File: src/rtl/seg7_pkg.sv
// Shared definitions for seven-segment display blocks.
// Patterns are {g,f,e,d,c,b,a}, active-low.
package seg7_pkg;

    localparam int NUM_DIGITS = 4;

    typedef logic [$clog2(NUM_DIGITS)-1:0] digit_idx_t;

    localparam logic [6:0] SEG_0   = 7'b1000000;
    localparam logic [6:0] SEG_1   = 7'b1111001;
    localparam logic [6:0] SEG_2   = 7'b0100100;
    localparam logic [6:0] SEG_3   = 7'b0110000;
    localparam logic [6:0] SEG_4   = 7'b0011001;
    localparam logic [6:0] SEG_5   = 7'b0010010;
    localparam logic [6:0] SEG_6   = 7'b0000010;
    localparam logic [6:0] SEG_7   = 7'b1111000;
    localparam logic [6:0] SEG_8   = 7'b0000000;
    localparam logic [6:0] SEG_9   = 7'b0010000;
    localparam logic [6:0] SEG_A   = 7'b0001000;
    localparam logic [6:0] SEG_B   = 7'b0000011;
    localparam logic [6:0] SEG_C   = 7'b1000110;
    localparam logic [6:0] SEG_D   = 7'b0100001;
    localparam logic [6:0] SEG_E   = 7'b0000110;
    localparam logic [6:0] SEG_F   = 7'b0001110;
    localparam logic [6:0] SEG_OFF = 7'b1111111;

endpackage

File: src/rtl/seg7_hex_decode.sv
// Combinational hex nibble to active-low seven-segment pattern.
// Zero latency, no handshake.
module seg7_hex_decode
    import seg7_pkg::*;
(
    input  logic [3:0] nibble,
    output logic [6:0] seg
);

    always_comb begin
        seg = SEG_OFF;
        case (nibble)
            4'h0: seg = SEG_0;
            4'h1: seg = SEG_1;
            4'h2: seg = SEG_2;
            4'h3: seg = SEG_3;
            4'h4: seg = SEG_4;
            4'h5: seg = SEG_5;
            4'h6: seg = SEG_6;
            4'h7: seg = SEG_7;
            4'h8: seg = SEG_8;
            4'h9: seg = SEG_9;
            4'hA: seg = SEG_A;
            4'hB: seg = SEG_B;
            4'hC: seg = SEG_C;
            4'hD: seg = SEG_D;
            4'hE: seg = SEG_E;
            4'hF: seg = SEG_F;
            default: seg = SEG_OFF;
        endcase
    end

endmodule

File: src/rtl/seg7_scan_driver.sv
// Multiplexed 4-digit common-anode display driver with a frame-synchronous double buffer.
// Outputs are registered (1 cycle after counter/index state); load_ready low while a value is pending.
module seg7_scan_driver
    import seg7_pkg::*;
#(
    parameter int TICK_DIV  = 100000,
    parameter int GUARD_CYC = 16
) (
    input  logic        clk,
    input  logic        rst_n,
    input  logic        enable,
    input  logic        blank_lz,
    input  logic        load_valid,
    output logic        load_ready,
    input  logic [15:0] load_val,
    input  logic [3:0]  load_dp,
    output logic [3:0]  an,
    output logic [6:0]  seg,
    output logic        dp
);

    localparam int CW = $clog2(TICK_DIV);

    logic [CW-1:0]         cnt;
    digit_idx_t            idx;
    logic [15:0]           disp_val;
    logic [NUM_DIGITS-1:0] disp_dp;
    logic [15:0]           pend_val;
    logic [NUM_DIGITS-1:0] pend_dp;
    logic                  pend_full;

    logic       slot_end;
    logic       frame_end;
    logic       xfer;
    logic [3:0] cur_nib;
    logic       cur_dp;
    logic [6:0] dec_seg;
    logic       guard;
    logic       blanked;
    logic       lz3, lz2, lz1;
    logic [3:0] an_d;
    logic [6:0] seg_d;
    logic       dp_d;

    assign slot_end   = (cnt == CW'(TICK_DIV - 1));
    assign frame_end  = slot_end && (idx == digit_idx_t'(NUM_DIGITS - 1));
    assign load_ready = !pend_full;
    assign xfer       = load_valid && load_ready;

    always_ff @(posedge clk or negedge rst_n) begin
        if (!rst_n) begin
            cnt <= '0;
            idx <= '0;
        end else if (slot_end) begin
            cnt <= '0;
            idx <= idx + 1'b1;
        end else begin
            cnt <= cnt + 1'b1;
        end
    end

    // Pending is only promoted at a frame boundary so a frame is never torn.
    always_ff @(posedge clk or negedge rst_n) begin
        if (!rst_n) begin
            pend_val  <= '0;
            pend_dp   <= '0;
            pend_full <= 1'b0;
            disp_val  <= '0;
            disp_dp   <= '0;
        end else if (xfer) begin
            pend_val  <= load_val;
            pend_dp   <= load_dp;
            pend_full <= 1'b1;
        end else if (frame_end && pend_full) begin
            disp_val  <= pend_val;
            disp_dp   <= pend_dp;
            pend_full <= 1'b0;
        end
    end

    assign cur_nib = disp_val[{idx, 2'b00} +: 4];
    assign cur_dp  = disp_dp[idx];
    assign guard   = (cnt < CW'(GUARD_CYC));

    assign lz3 = blank_lz && (disp_val[15:12] == 4'h0);
    assign lz2 = lz3 && (disp_val[11:8] == 4'h0);
    assign lz1 = lz2 && (disp_val[7:4] == 4'h0);

    always_comb begin
        blanked = 1'b0;
        case (idx)
            2'd3:    blanked = lz3;
            2'd2:    blanked = lz2;
            2'd1:    blanked = lz1;
            default: blanked = 1'b0;
        endcase
    end

    seg7_hex_decode u_dec (
        .nibble (cur_nib),
        .seg    (dec_seg)
    );

    // A blanked digit keeps its anode on only to show a lit decimal point.
    always_comb begin
        an_d  = 4'b1111;
        seg_d = SEG_OFF;
        dp_d  = 1'b1;
        if (enable && !guard) begin
            if (!blanked) begin
                an_d  = ~(4'b0001 << idx);
                seg_d = dec_seg;
                dp_d  = ~cur_dp;
            end else if (cur_dp) begin
                an_d  = ~(4'b0001 << idx);
                dp_d  = 1'b0;
            end
        end
    end

    always_ff @(posedge clk or negedge rst_n) begin
        if (!rst_n) begin
            an  <= 4'b1111;
            seg <= SEG_OFF;
            dp  <= 1'b1;
        end else begin
            an  <= an_d;
            seg <= seg_d;
            dp  <= dp_d;
        end
    end

endmodule
File: config.mk
export PLATFORM = sky130hd
export DESIGN_NAME = seg7_scan_driver
export DESIGN_NICKNAME = d
export VERILOG_FILES = /design/src/rtl/seg7_pkg.sv /design/src/rtl/seg7_hex_decode.sv /design/src/rtl/seg7_scan_driver.sv
export SDC_FILE = /design/constraint.sdc
export NUM_CORES = 1
export LEC_CHECK = 0
export BUFFER_PORTS_ARGS = -buffer_cell sky130_fd_sc_hd__buf_4
export CAP_MARGIN = 20
export CORE_UTILIZATION = 55
export CTS_CLUSTER_SIZE = 10
export DETAILED_ROUTE_END_ITERATION = 10
export GPL_ROUTABILITY_DRIVEN = 1
export GPL_TIMING_DRIVEN = 0
export PLACE_DENSITY_LB_ADDON = 0.3
export RECOVER_POWER = 25
export SETUP_SLACK_MARGIN = 0.5
export SYNTH_ARGS = -nofsm -noshare
export SYNTH_HDL_FRONTEND = slang
export SYNTH_HIERARCHICAL = 1
export SYNTH_SLANG_ARGS = --single-unit
File: constraint.sdc
create_clock -name clk -period 6.4 [get_ports clk]
set_input_delay 0.32 -clock clk [delete_from_list [all_inputs] [get_ports clk]]
set_output_delay 0.32 -clock clk [all_outputs]
set_load 0.05 [all_outputs]
# --- Word-level counts from Yosys, hierarchy flattened ---
# Memory sizes are Yosys's and may differ from the RTL's.
# Cells that the tools add are included.
totals:
  register_bits: 72
  rom_bits: 112
  elab_cells: 52
  mem_count: 1
op_classes:
  add_sub_neg: 2
  order_cmp: 2
  n_eq_ne: 4
  shift: 2
  mux: 14
  bitwise: 3
  reduce_logical: 14
mem_list:
  columns: ["memory", "words", "width", "rd", "rd_ports_with_merged_regs", "wr", "line_no", "rtl"]
  rows:
  - ["(name not given)", 16, 7, 1, 0, 0, "seg7_hex_decode.sv:12", "case (nibble)"]
op_table:
  columns: ["operator", "n"]
  rows:
  - ["17-bit by 1-bit adder with 17-bit output (second input constant)", 1]
  - ["17-bit equality test (second input constant)", 1]
  - ["17-bit by 5-bit < comparator with 1-bit output (second input constant)", 1]
  - ["17-bit 2-to-1 mux", 1]
  - ["16-bit by 5-bit indexed part select with 4-bit output", 1]
  - ["7-bit 2-to-1 mux", 2]
  - ["4-bit logical NOT", 3]
  - ["4-bit 2-to-1 mux", 3]
  - ["1-bit logical AND", 7]
  - ["1-bit 2-to-1 mux", 6]
  - ["2-bit equality test (second input constant)", 2]
  - ["4-bit NOT", 1]
  - ["1-bit by 2-bit left shift with 4-bit output (first input constant)", 1]
  - ["2-bit by 3-bit < comparator with 1-bit output (second input constant)", 1]
  - ["1-bit case mux with 3 select lines", 1]
  - ["2-bit by 1-bit adder with 2-bit output (second input constant)", 1]
  - ["1-bit binary-select mux with 2-bit select", 1]
  - ["2-bit by 1-bit equality test with 1-bit output (second input constant)", 1]
  - ["1-bit logical NOT", 2]
  - ["1-bit NOT", 2]
  - ["2-bit AND reduction", 1]
  - ["2-bit nonzero test", 1]

# --- Longest topological paths before layout ---
# Gate-level depths: netlist of the first run.
depth:
  word_depth: 7
  mapped_depth: 8
  depth_no_buf: 7

# --- Cells and area by module ---
# Netlist of the first run, hierarchy kept.
modules_own_cells:
  columns: ["module", "n_inst", "cells_each", "area_each_um2", "seq_area_each_um2"]
  rows:
  - ["seg7_scan_driver", 1, 221, 3090.5, 1816.7]
  - ["seg7_hex_decode", 1, 32, 275.3, 0.0]

# --- Least setup slack after synthesis of the first run ---
# Ideal clock, no wire load.
synth_timing:
  path_kind: "reg2reg"
  from: "reg idx[0]"
  to: "reg seg[0]"
  arrival_time_ps: 2359
  required_time_ps: 6331
  setup_slack_ps: 3972
  path_stages_with_launch: 9
  period_less_slack_ps: 2428
  path_cell_list: "dfrtp_1 clkbuf_1 mux4_2 inv_1 ha_1 and2b_2 or3b_1 o21ai_0 nand3b_1"
synth_between:
  elab_chain_len: 4
  elab_cells_between_ends: 8
synth_rtl:
  columns: ["item", "line_no", "rtl"]
  rows:
  - ["start, declared", "seg7_scan_driver.sv:25", "digit_idx_t idx;"]
  - ["start signal, assigned", "seg7_scan_driver.sv:56", "idx <= idx + 1'b1;"]
  - ["16-bit by 5-bit indexed part select with 4-bit output", "seg7_scan_driver.sv:81", "assign cur_nib = disp_val[{idx, 2'b00} +: 4];"]
  - ["via cur_nib[1]", "seg7_scan_driver.sv:35", "logic [3:0] cur_nib;"]
  - ["memory 16 x 7 bit", null, null]
  - ["via dec_seg[0]", "seg7_scan_driver.sv:37", "logic [6:0] dec_seg;"]
  - ["7-bit 2-to-1 mux", "seg7_scan_driver.sv:110", "if (!blanked) begin"]
  - ["7-bit 2-to-1 mux", "seg7_scan_driver.sv:109", "if (enable && !guard) begin"]
  - ["via seg_d[0]", "seg7_scan_driver.sv:42", "logic [6:0] seg_d;"]
  - ["end signal, assigned", "seg7_scan_driver.sv:128", "seg <= seg_d;"]
  - ["end, declared", "seg7_scan_driver.sv:18", "output logic [6:0] seg,"]
# The timed path passes the listed nets, and every way through them passes these cells.
# A chain may end at the register's enable or synchronous reset.

==> results of run 1 <==
state kept, by name, indices dropped and copies added (netlist names):
name / count
pend_val: 16
dp: 1
disp_val: 16
disp_dp: 4
cnt: 17
idx: 2
pend_full: 1
pend_dp: 4
an: 4
seg: 7
cells in the final DEF (no fill, tap or decap), types with 3 or more instances in the layout:
master,n
dfrtp_1,60
clkbuf_8,9
dfstp_2,12
mux4_2,5
nand3_1,10
inv_1,9
xnor2_1,11
buf_4,36
xor2_1,3
nor2_1,17
mux2_2,42
nand4_1,3
nor3_1,5
and4_1,3
mux2i_1,4
clkbuf_1,5
clkinvlp_4,3
nand2_1,9
ha_1,13
buf_6,3
nand3b_1,7
routing by layer:
metal  global-route usage [%]  vias up
met5                        0        -
met2                     33.2       67
li1                         -      998
met3                     6.82        8
met1                     26.6     1032
met4                     6.96        0
worst paths after layout:
check | cells after the start | slack (ns) | from | endpoint
max reg2reg | 8 | 3.69 | idx[0] | seg[0]
max in group clk | 8 | 3.69 | idx[0] | seg[0]
max | 1 | 3.19 | rst_n | disp_val[11]
min reg2reg | 1 | 0.49 | cnt[0] | cnt[0]
min in group asynchronous | 1 | 1.19 | rst_n | cnt[6]
min | 2 | 0.20 | load_val[11] | pend_val[11]
through the flow:
stage / hold slack, ns / cells / power, mW / utilization, % / cell area (um2)
4_1_cts: 0.103 / 381 / 0.895 / 66.4 / 3930
6_report: 0.197 / 381 / 0.883 / 66.4 / 3930
5_1_grt: 0.178 / 381 / 0.918 / 66.4 / 3930
2_1_floorplan: 0.0244 / 253 / 0.511 / - / 3370
3_3_place_gp: 0.469 / 365 / 0.537 / 63.1 / 3740
3_5_place_dp: 0.481 / 365 / 0.540 / 63.1 / 3740
area by class of cell:
class / count / area share (%)
Sequential cell: 72 / 46.2
Multi-Input combinational cell: 163 / 37.1
Timing Repair Buffer: 37 / 6.97
Clock buffer: 9 / 3.15
Tap cell: 75 / 2.39
Clock inverter: 7 / 1.82
Buffer: 9 / 1.46
Inverter: 9 / 0.860
power by group:
part / switching [mW] / total, mW / internal [mW]
Clock: 0.174 / 0.354 / 0.180
Sequential: 0.00862 / 0.482 / 0.473
Combinational: 0.0240 / 0.0472 / 0.0232
logic make-up (layout without fill, tap and decap cells):
family	after synthesis	count (layout)	share of synthesized area [%]
multiplexers	52	52	19.4
AO/OA/AOI/OAI	14	14	3.05
adder cells (fa/ha/maj)	13	13	4.83
AND/OR/NAND/NOR	70	70	12.4
flip-flops	72	72	54.0
buffers and inverters	18	71	2.71
XOR/XNOR	14	14	3.64
==> out/results.txt, run 1 <==
Hold WC Path Type -> primary input to register
Post-DRT Antenna Nets -> 0
DRC errors left -> 0
Syn avg cell area -> 13.3 um2
Tot GR Track Use -> 20.8%
Synth top area share -> 44.6%
CP required -> 6.04 ns
Post-layout minimum cycle time -> 3.21 ns
Ordered list of cells on the worst path -> clkbuf_1
Row Count -> 28
Area grow syn2layout -> 16.7%
Clock latency on the worst-skew pair -> 0.35 ns
Initial antenna violation count -> 0
Nets@finish -> 339
Vias in the first global route -> 2047
Fin crit share -> 50.2%
Largest net degree at the start of global routing -> 73
Post-Syn Area -> 0.00337 mm2
Multi-input combinational cell area -> 0.00146 mm2
Gpl congestion -> 0.831
Routed len/inst -> 15.0 um
Post-place setup slack -> 3.70 ns
Inserted Clock Buffers -> 9
Fin. Hold Viols -> 0
Sequential fraction of the synthesis area -> 54.0%
Violated checks -> capacitance limit, slew limit
Setup violations, final -> 0
Largest area contributor in the netlist -> dfrtp_1
DIE WIDTH -> 80.2 um
Post-synthesis net count -> 291
Fin worst setup slack -> 3.19 ns
Max incr delay on CP -> 2.48 ns
CP delay by family, top -> buffers and inverters
Slew Limit Fails -> 73
Avg Vias per Cell -> 5.52
Clock Tree Root -> clkbuf_8
Maximum VDD drop -> 172 uV
Top_reg_cell synth -> dfrtp_1
H-tree levels -> 3
Setup Fix Bufs, Post-CTS -> 0
RSZ-0062 raised after global routing -> false
Crit Path Category -> primary input to async pin
Highest-delay cell along the critical path -> clkbuf_1
Area contributors post-synth -> dfrtp_1 (45%), mux2_2 (14%), dfstp_2 (9.4%), ha_1 (4.8%), mux4_2 (3.3%)
Initial Utilization -> 56.8%
Most common cell in the netlist -> dfrtp_1
DRT iter0 DRCs -> 67
Routed vias -> 2105
DP HPWL -> 4150 um
Clock Tree Buf Depth -> 2
Global-route wire length before repair -> 9800 um
Die Height -> 80.2 um
Worst path arrival time -> 2.86 ns
Register bit count reported by yosys -> 72
Global route total overflow -> 0
Io pins -> 38
Diode count -> 0
Die ar. -> 0.00644 mm2
IO buf count -> 37
Post-cts hold buffer count -> 0
CTS tree -> done
PwrDens -> 225 mW/mm2
Post-synth ARST share -> 100%
Worst-path fanout max -> 72
Max layer used -> met4
Fillers -> 441
Worst-path clk slew -> 0.08 ns
Sum Neg Setup Slack -> 0 ns
Number of max-cap violations -> 1
M1 wire length -> 2570 um
Yosys warnings -> 6
Critical path launch point type -> primary input
Register Area -> 0.00182 mm2
Commonest cells in the synthesized netlist -> dfrtp_1 (60), mux2_2 (42), nor2_1 (17), ha_1 (13), dfstp_2 (12)
# resized after CTS -> 0
Worst-Margin Slew -> 3.60 ns
Status -> finished with violations
Worst Setup End Kind -> async pin
Core Region -> 0.00592 mm2
Fmax -> 311 MHz
Buf/Inv on CP -> 1
Clock Skews -> 0.00547 ns
First-pass detailed-route iteration total -> 4
Worst slew margin -> -140%
Wirelength, routed -> 5700 um
Met2 WL post-DR -> 2740 um
Number of synthesized flops with an enable pin -> 0
Synth cell types -> 44
Layout cells sized above 1 -> 39.9%
Number of cells produced by synthesis -> 253
Lkg Pwr -> 1.80 nW
CTS sink count -> 72
Wire length on met3 -> 321 um
Power figures use the tool's default switching activity.
==> run 2: changes to the inputs <==
Clock period 6.4 ns to 3.19 ns, I/O delays scaled along.
==> out/results.txt, run 2 (synthesis gave the netlist of run 1 again) <==
Regs by FF count -> cnt x17, disp_val x16, pend_val x16
Commonest non-fill, non-tap cell in the layout -> dfrtp_1
Layout cells sized above 1 -> 40.4% (+0.52 points)
Core Util, Final -> 66.6% (+0.21 points)
Routed len/inst -> 15.0 um (about the same)
DIE WIDTH -> 80.2 um (unchanged)
Commonest cells after routing, fill and taps aside -> dfrtp_1 (60), mux2_2 (42), buf_4 (36)
Clock Tree Buf Depth -> 2 (unchanged)
Switch share -> 23.4% (about the same)
Worst-Margin Slew -> 1.68 ns (-1.92 ns)
CTS sink count -> 72 (unchanged)
Vias in the first global route -> 2047 (unchanged)
Initial antenna violation count -> 0 (unchanged)
Sequential Power Share -> 54.5% (about the same)
Setup violations, final -> 0 (unchanged)
Inserted Clock Buffers -> 9 (unchanged)
Worst-path fanout max -> 7 (-90%)
Routed vias -> 2103 (-0.095%)
RSZ-0062 raised after global routing -> false
Largest net degree at the start of global routing -> 73 (unchanged)
Comb pwr share -> 5.4% (about the same)
IO buf count -> 37 (unchanged)
Lkg Pwr -> 1.81 nW (+0.64%)
Nets@finish -> 340 (+0.29%)
Avg Vias per Cell -> 5.51 (-0.36%)
Count of non-filler cells in the finished layout -> 382 (+0.26%)
Maximum VDD drop -> 346 uV (+100%)
DRT iter0 DRCs -> 63 (-6.0%)
Clock latency on the worst-skew pair -> 0.35 ns (about the same)
Gpl congestion -> 0.831 (unchanged)
Pwr Total -> 1.77 mW (+100%)
Critical path launch point type -> register
Number of max-cap violations -> 1 (unchanged)
Worst Setup End Kind -> register
DP HPWL -> 4150 um (unchanged)
Status -> finished with violations
Worst path arrival time -> 2.77 ns (-0.09 ns)
Row Count -> 28 (unchanged)
Crit Path Category -> register to register
Clock Skews -> 0.00565 ns (+0.000185 ns)
Slew Limit Fails -> 73 (unchanged)
PwrDens -> 450 mW/mm2 (+100%)
Max FFs per register -> 17 (unchanged)
Hold WC Path Type -> primary input to register
Global route total overflow -> 0 (unchanged)
Die Height -> 80.2 um (unchanged)
Switch Pwr -> 0.415 mW (+100%)
Post-layout minimum cycle time -> 2.49 ns
Sum Neg Setup Slack -> 0 ns (unchanged)
Area grow syn2layout -> 17.1%
CTS tree -> done
Io pins -> 38 (unchanged)
Cells after DPL -> 365 (unchanged)
Worst-path clk slew -> 0.08 ns (about the same)
First-pass detailed-route iteration total -> 4 (unchanged)
Tot GR Track Use -> 20.8% (unchanged)
P_int -> 1.36 mW (+100%)
Clock power frac -> 40.0% (about the same)
Die ar. -> 0.00644 mm2 (unchanged)
Global-route wire length before repair -> 9800 um (unchanged)
CP required -> 3.47 ns (-2.57 ns)
Fin crit share -> 78.1%
Fillers -> 441 (unchanged)
Largest reg by FF count -> cnt
DRC errors left -> 0 (unchanged)
Wirelength, routed -> 5720 um (+0.33%)
Fmax -> 401 MHz
Post-DRT Antenna Nets -> 0 (unchanged)
H-tree levels -> 3 (unchanged)
Worst slew margin -> -12.2% (+130 points)
Violated checks -> capacitance limit, slew limit
Clock Tree Root -> clkbuf_8
Initial Utilization -> 56.8% (unchanged)
Core Region -> 0.00592 mm2 (unchanged)
Fin. Hold Viols -> 0 (unchanged)
Diode count -> 0 (unchanged)
## run 2: worst paths after layout
check	slack [ns]	cells past startpoint	startpoint	end
min in group asynchronous	0.78	2	rst_n	cnt[6]
worst min-delay path	0.04	2	load_val[11]	pend_val[11]
max in group asynchronous	1.41	2	rst_n	disp_val[11]
worst max-delay path	0.70	8	idx[0]	seg[0]
worst min register to register	0.49	1	cnt[0]	cnt[0]
worst max register to register	0.70	8	idx[0]	seg[0]
## run 2: final cells by class
| class | count | area [um2] | area share [%] |
|---|---|---|---|
| Sequential cell | 72 | 1820 | 46.1 |
| Multi-Input combinational cell | 163 | 1460 | 37.0 |
| Timing Repair Buffer | 38 | 285 | 7.24 |
| Clock buffer | 9 | 124 | 3.14 |
| Tap cell | 75 | 93.8 | 2.38 |
| Clock inverter | 7 | 71.3 | 1.81 |
| Buffer | 9 | 58.8 | 1.49 |
| Inverter | 9 | 33.8 | 0.857 |
## run 2: worst max-delay path, cell delays in order (launching register included)
cell and delay, ns:
dfrtp_1 0.39, buf_2 0.27, mux4_2 0.60, inv_1 0.18, ha_1 0.21, and2b_2 0.23
or3b_1 0.36, o21ai_0 0.07, nand3b_1 0.12
## run 2: power groups by stage
stage / Combinational [mW] / Sequential, mW / Clock [mW]
2_1_floorplan: 0.0301 / 0.995 / 0
3_3_place_gp: 0.0943 / 0.983 / 0
3_5_place_dp: 0.0975 / 0.985 / 0
4_1_cts: 0.0988 / 0.968 / 0.730
5_1_grt: 0.106 / 0.972 / 0.765
6_report: 0.0959 / 0.967 / 0.710
## run 2: routing by layer
metal	wire length (um)	GRT usage, %	vias to the layer above
met1	2580	26.6	1025
met2	2740	33.2	67
li1	-	-	1003
met5	0	0	-
met3	329	6.82	8
met4	78	6.96	0
## run 2: metrics by stage
| step | instance area, um2 | worst slack, ns | hold WS, ns |
|---|---|---|---|
| after global placement | 3740 | 0.531 | 0.324 |
| after detailed placement | 3740 | 0.488 | 0.323 |
| after global routing | 3940 | 0.503 | 0.0171 |
| after floorplan | 3370 | 0.762 | -0.136 |
| after CTS | 3940 | 0.679 | 0.0209 |
| final | 3940 | 0.699 | 0.0359 |
## run 2: timing repair
item	4_1_cts	5_1_grt
buffers inserted	0	0
endpoints found under the setup margin	1	1
gates resized for setup	1	1
hold endpoints to repair	60	0
hold buffers	1	0
